**config.mk**
```make
export PLATFORM = sky130hd
export DESIGN_NAME = parking_exit_gate
export DESIGN_NICKNAME = d
export VERILOG_FILES = /design/src/rtl/parking_pkg.sv /design/src/rtl/parking_occupancy_counter.sv /design/src/rtl/parking_exit_gate.sv
export SDC_FILE = /design/constraint.sdc
export NUM_CORES = 1
export LEC_CHECK = 0
export BUFFER_PORTS_ARGS = -buffer_cell sky130_fd_sc_hd__buf_2
export CORE_MARGIN = 3
export CORE_UTILIZATION = 56
export CTS_CLUSTER_SIZE = 14
export DETAILED_ROUTE_END_ITERATION = 6
export GPL_TIMING_DRIVEN = 0
export PLACE_DENSITY = 0.79
export SLEW_MARGIN = 20
export SYNTH_ARGS = -nofsm -noshare
export SYNTH_HDL_FRONTEND = slang
export SYNTH_SLANG_ARGS = --single-unit
```
**constraint.sdc**
```tcl
create_clock -name clk -period 3.35 [get_ports clk]
set_clock_uncertainty 0.2 [all_clocks]
set_input_delay 0.1675 -clock clk [delete_from_list [all_inputs] [get_ports clk]]
set_output_delay 0.1675 -clock clk [all_outputs]
set_load 0.05 [all_outputs]
```
**src/rtl/parking_pkg.sv**
```systemverilog
// Shared definitions for the car-park gate controllers.
// Both the exit and entrance sides import this package.
//   exit_state_t : exit-gate FSM states
//   code_t       : 2-bit driver payment/exit code
//   EXIT_CODE_DEF, CAPACITY_DEF : default parameter values
package parking_pkg;

  typedef enum logic [2:0] {
    S_IDLE       = 3'd0,
    S_WAIT_CODE  = 3'd1,
    S_WRONG_CODE = 3'd2,
    S_OPEN       = 3'd3,
    S_STOP       = 3'd4
  } exit_state_t;

  typedef logic [1:0] code_t;

  localparam code_t EXIT_CODE_DEF = 2'b11;
  localparam int    CAPACITY_DEF  = 8;

endpackage

```
**src/rtl/parking_occupancy_counter.sv**
```systemverilog
// Saturating up/down occupancy counter for the car park.
// Ports:
//   clk, reset   : clock, synchronous active-high reset
//   i_inc, i_dec : count one car in / one car out
//   o_occ        : current occupancy
//   o_full       : occupancy == CAPACITY
//   o_empty      : occupancy == 0
//   o_err        : sticky, set when an increment at full or a decrement at
//                  empty is attempted; cleared only by reset
module parking_occupancy_counter #(
  parameter int CAPACITY = 8,
  parameter int OCC_W    = 4
) (
  input  logic             clk,
  input  logic             reset,
  input  logic             i_inc,
  input  logic             i_dec,
  output logic [OCC_W-1:0] o_occ,
  output logic             o_full,
  output logic             o_empty,
  output logic             o_err
);

  logic [OCC_W-1:0] r_occ;
  logic             r_err;
  logic             w_full;
  logic             w_empty;

  assign w_full  = (r_occ == OCC_W'(CAPACITY));
  assign w_empty = (r_occ == '0);

  always_ff @(posedge clk) begin
    if (reset) begin
      r_occ <= '0;
      r_err <= 1'b0;
    end else begin
      // inc and dec together cancel out; no bound can be crossed
      if (i_inc && !i_dec) begin
        if (w_full) r_err <= 1'b1;
        else        r_occ <= r_occ + OCC_W'(1);
      end else if (i_dec && !i_inc) begin
        if (w_empty) r_err <= 1'b1;
        else         r_occ <= r_occ - OCC_W'(1);
      end
    end
  end

  assign o_occ   = r_occ;
  assign o_full  = w_full;
  assign o_empty = w_empty;
  assign o_err   = r_err;

endmodule

```
**src/rtl/parking_exit_gate.sv**
```systemverilog
// Exit-side car-park gate controller.
// Waits a settle time after a car arrives on the exit loop, checks the exit
// code, drives barrier and lamps, and tracks lot occupancy.
// Ports:
//   clk, reset    : clock, synchronous active-high reset
//   sensor_exit   : car present on the exit loop
//   sensor_clear  : car has passed the barrier
//   exit_code     : driver's code
//   car_entered   : 1-cycle pulse from the entrance controller
//   GREEN_LED, RED_LED, gate_open : registered Moore lamp/barrier outputs
//   car_exited    : 1-cycle pulse after an exit completes
//   occupancy, full, empty, count_err : occupancy status
module parking_exit_gate
  import parking_pkg::*;
#(
  parameter int    WAIT_CYCLES = 4,
  parameter code_t EXIT_CODE   = EXIT_CODE_DEF,
  parameter int    CAPACITY    = CAPACITY_DEF,
  parameter int    OCC_W       = 4
) (
  input  logic             clk,
  input  logic             reset,
  input  logic             sensor_exit,
  input  logic             sensor_clear,
  input  code_t            exit_code,
  input  logic             car_entered,
  output logic             GREEN_LED,
  output logic             RED_LED,
  output logic             gate_open,
  output logic             car_exited,
  output logic [OCC_W-1:0] occupancy,
  output logic             full,
  output logic             empty,
  output logic             count_err
);

  localparam int CNT_W = (WAIT_CYCLES > 1) ? $clog2(WAIT_CYCLES) : 1;
  localparam logic [CNT_W-1:0] CNT_LAST = CNT_W'(WAIT_CYCLES - 1);

  exit_state_t      r_state, w_state_nxt;
  logic [CNT_W-1:0] r_cnt, w_cnt_nxt;
  logic             r_green, r_red, r_gate, r_exited;
  logic             w_green_nxt, w_red_nxt, w_gate_nxt;
  logic             w_dec;
  logic             w_code_ok;

  assign w_code_ok = (exit_code == EXIT_CODE);

  always_ff @(posedge clk) begin
    if (reset) begin
      r_state  <= S_IDLE;
      r_cnt    <= '0;
      r_green  <= 1'b0;
      r_red    <= 1'b0;
      r_gate   <= 1'b0;
      r_exited <= 1'b0;
    end else begin
      r_state  <= w_state_nxt;
      r_cnt    <= w_cnt_nxt;
      r_green  <= w_green_nxt;
      r_red    <= w_red_nxt;
      r_gate   <= w_gate_nxt;
      r_exited <= w_dec;
    end
  end

  always_comb begin
    w_state_nxt = r_state;
    w_cnt_nxt   = r_cnt;
    w_dec       = 1'b0;
    case (r_state)
      S_IDLE: begin
        if (sensor_exit) begin
          w_state_nxt = S_WAIT_CODE;
          w_cnt_nxt   = '0;
        end
      end
      S_WAIT_CODE: begin
        if (!sensor_exit)           w_state_nxt = S_IDLE;
        else if (r_cnt == CNT_LAST) w_state_nxt = w_code_ok ? S_OPEN : S_WRONG_CODE;
        else                        w_cnt_nxt   = r_cnt + CNT_W'(1);
      end
      S_WRONG_CODE, S_STOP: begin
        // a departing car beats a late correct code
        if (!sensor_exit)   w_state_nxt = S_IDLE;
        else if (w_code_ok) w_state_nxt = S_OPEN;
      end
      S_OPEN: begin
        if (sensor_clear) begin
          w_dec       = 1'b1;
          w_state_nxt = sensor_exit ? S_STOP : S_IDLE;
        end
      end
      default: w_state_nxt = S_IDLE;
    endcase

    // Outputs are decoded from the next state so they land with the state.
    w_green_nxt = (w_state_nxt == S_OPEN);
    w_gate_nxt  = (w_state_nxt == S_OPEN);
    case (w_state_nxt)
      S_WAIT_CODE:         w_red_nxt = 1'b1;
      // blink: 1 on entry, toggle while staying
      S_WRONG_CODE, S_STOP: w_red_nxt = (r_state == w_state_nxt) ? ~r_red : 1'b1;
      default:             w_red_nxt = 1'b0;
    endcase
  end

  parking_occupancy_counter #(
    .CAPACITY (CAPACITY),
    .OCC_W    (OCC_W)
  ) u_occ (
    .clk     (clk),
    .reset   (reset),
    .i_inc   (car_entered),
    .i_dec   (w_dec),
    .o_occ   (occupancy),
    .o_full  (full),
    .o_empty (empty),
    .o_err   (count_err)
  );

  assign GREEN_LED  = r_green;
  assign RED_LED    = r_red;
  assign gate_open  = r_gate;
  assign car_exited = r_exited;

endmodule

```
==> metrics.txt <==
outcome finished clean; gpl congestion 0.899; synth top area cells dfxtp_1 (31%), ha_1 (7.5%), nor2_1 (3.2%), xnor2_1 (3.2%), nor2b_1 (3.0%); DRT antenna net count 0; crit path DAT 2.45 ns; CTS buffer count 3; n_diodes 0; Syn Nets 107; Seq/Total Area, Yosys 31.2%; largest area contributor in the netlist dfxtp_1; final hold vios 0; Worst-Skew Late Latency 0.26 ns; max incr delay on CP 0.33 ns; Area Overhead vs Synth 15.0%; FF-to-FF path depth 9; Starting Density 61.7%; worst flop-to-flop path endpoint u_occ.o_occ[3]; vias in the first global route 685; count of final setup violators 0; synth cell count leaders dfxtp_1 (13), nor2_1 (7), ha_1 (5), nand2_1 (5); YS warnings 0; Fillers 125; Layout Cells excl Fill 129; Ports 18; postcts setup bufs 0; Core ar. 1350 um^2; number of I/O port buffers 16; RSZ-0062 raised after global routing no; drt total wl 1550 um; pwr dens 622 nW/um^2; first-pass GRT wire length 2890 um; # DRC 0; Die X 44.6 um; Synth cell types 44; DIE AREA 1990 um^2; height of the die 44.6 um; largest net degree at the start of global routing 11; Syn Std Cell Area 833 um^2; # rows 13; GRT overflow 0; Worst Setup SP r_state[0]; worst slack at placement 0.875 ns; Pins Over Slew Limit 0; layout cell share with drive strength beyond 1 25.4%; Synth Area per Inst 8.86 um^2; VDD IR-drop max 0.664 mV; CTS tree done; WL per Instance 12.0 um; DP Wirelength 1210 um; fin crit share 74.6%; post_cts resized 0; Final WS setup 0.850 ns; vias 721; Slew @ Worst Pin 0.456 ns; leakage power 0.000448 uW; Slowest-stage cell, CP dfxtp_1; Hold WC Path Type in2reg; cells after synthesis 94; R2R Setup Slk 0.85 ns; clk slew on worst S/H paths 0.07 ns; leading cell type by number of instances after synthesis dfxtp_1; Via density 5.59; Seq cells post-synth 13; CP required 3.30 ns; ys async rst share 0%; EDFF count, synth 0; Critical Path Source Type flop; critical path class reg2reg; CP endpoint u_occ.o_occ[3]; peak fanout along the critical path 10; DRT Pass-1 Iters 4; TNS Setup 0 ns; CP Capture Type flop; relative max-transition margin 69.6%; top_reg_cell synth dfxtp_1; max_cap viols 0; Hold Buf Count CTS 0; Total GRT Usage 19.0%; Clock Sinks 13; Period minus WS final 2.50 ns; placed cells 125; CP cell instances buf_2 -> nand4b_1 -> ha_1 -> inv_1 -> ha_1 -> a21o_1 -> a21oi_1 -> mux2i_1 -> nand4_1; deepest clock path buffer count 2; H-tree Lvls 1; DR iter-0 viols 8; fmax 400 MHz; post-layout util 71.0%; area share of the largest cell type after synthesis 31.2%; Root Driver clkbuf_4; R2R Path Start r_state[0]; nets@finish 128; initial antenna violation count 0; CP most frequent cell ha_1
critical path, delay by kind of cell, from the launching register on:
family | cells | cell delay, ns
adders and majority gates | 2 | 0.56
and+or+nand+nor | 2 | 0.29
buffers and inverters | 2 | 0.35
DFF | 1 | 0.33
muxes | 1 | 0.22
AOI/OAI and AO/OA | 2 | 0.43
per-stage QoR:
stage	hold WS (ns)	area, um^2	total power [uW]
2_1_floorplan	0.155	833	451
3_3_place_gp	0.253	932	505
3_5_place_dp	0.270	932	509
4_1_cts	0.0461	958	602
5_1_grt	0.0759	958	637
6_report	0.0550	958	596
worst min-delay path by stage:
| stage | slack (ns) | cells after the start | end | from |
|---|---|---|---|---|
| after floorplan | 0.16 | 2 | car_exited | sensor_clear |
| after CTS | 0.05 | 3 | car_exited | sensor_clear |
| after detailed placement | 0.27 | 2 | u_occ.o_err | u_occ.o_err |
| final | 0.06 | 3 | car_exited | sensor_clear |
| after global routing | 0.08 | 3 | car_exited | sensor_clear |
| after global placement | 0.25 | 2 | u_occ.o_err | u_occ.o_err |
logic make-up after synthesis:
kind of cell             share of synthesized area [%]
XOR/XNOR                                          3.15
buffers and inverters                             5.56
AND/OR/NAND/NOR                                   30.5
flip-flops                                        31.2
AO/OA/AOI/OAI                                     15.9
adder cells (fa/ha/maj)                           11.3
multiplexers                                      2.40
final cells by class:
| class | instances | area, um^2 | area share (%) |
|---|---|---|---|
| Sequential cell | 13 | 260 | 27.2 |
| Buffer | 5 | 31.3 | 3.26 |
| Timing Repair Buffer | 16 | 80.1 | 8.36 |
| Multi-Input combinational cell | 72 | 527 | 55.0 |
| Tap cell | 15 | 18.8 | 1.96 |
| Inverter | 4 | 15.0 | 1.57 |
| Clock buffer | 4 | 26.3 | 2.74 |
flip-flops by register name (all words and copies together) (netlist names):
name and count:
u_occ.o_occ 4, r_state 3, car_exited 1, RED_LED 1
gate_open 1, u_occ.o_err 1, r_cnt 2
cell usage in the layout (no fill, tap or decap), types with 2 or more instances in the layout:
| cell type | count |
|---|---|
| buf_2 | 17 |
| dfxtp_1 | 13 |
| nor2_1 | 7 |
| nand2_1 | 5 |
| ha_1 | 5 |
| inv_1 | 4 |
| nor2b_1 | 4 |
| nor3_1 | 3 |
| clkbuf_1 | 3 |
| nand2b_1 | 3 |
| nand3_1 | 3 |
| a21oi_1 | 3 |
| xnor2_1 | 3 |
| a21o_1 | 3 |
| clkbuf_4 | 3 |
| nand4b_1 | 2 |
| and2_1 | 2 |
| a31oi_1 | 2 |
| mux2i_1 | 2 |
| o21ai_0 | 2 |
layer usage:
metal / track usage (%) / routed length, um / vias to the layer above
li1: - / - / 376
met5: 0 / 0 / -
met4: 6.63 / 0 / 0
met3: 2.85 / 45 / 0
met2: 30.9 / 784 / 12
met1: 25.2 / 719 / 333
where the power goes:
group | total, uW | internal (uW) | switching [uW]
clock network | 91.2 | 46.0 | 45.3
registers | 212 | 178 | 34.1
logic | 293 | 91.6 | 201
total | 596 | 315 | 280
Power figures use the tool's default switching activity.
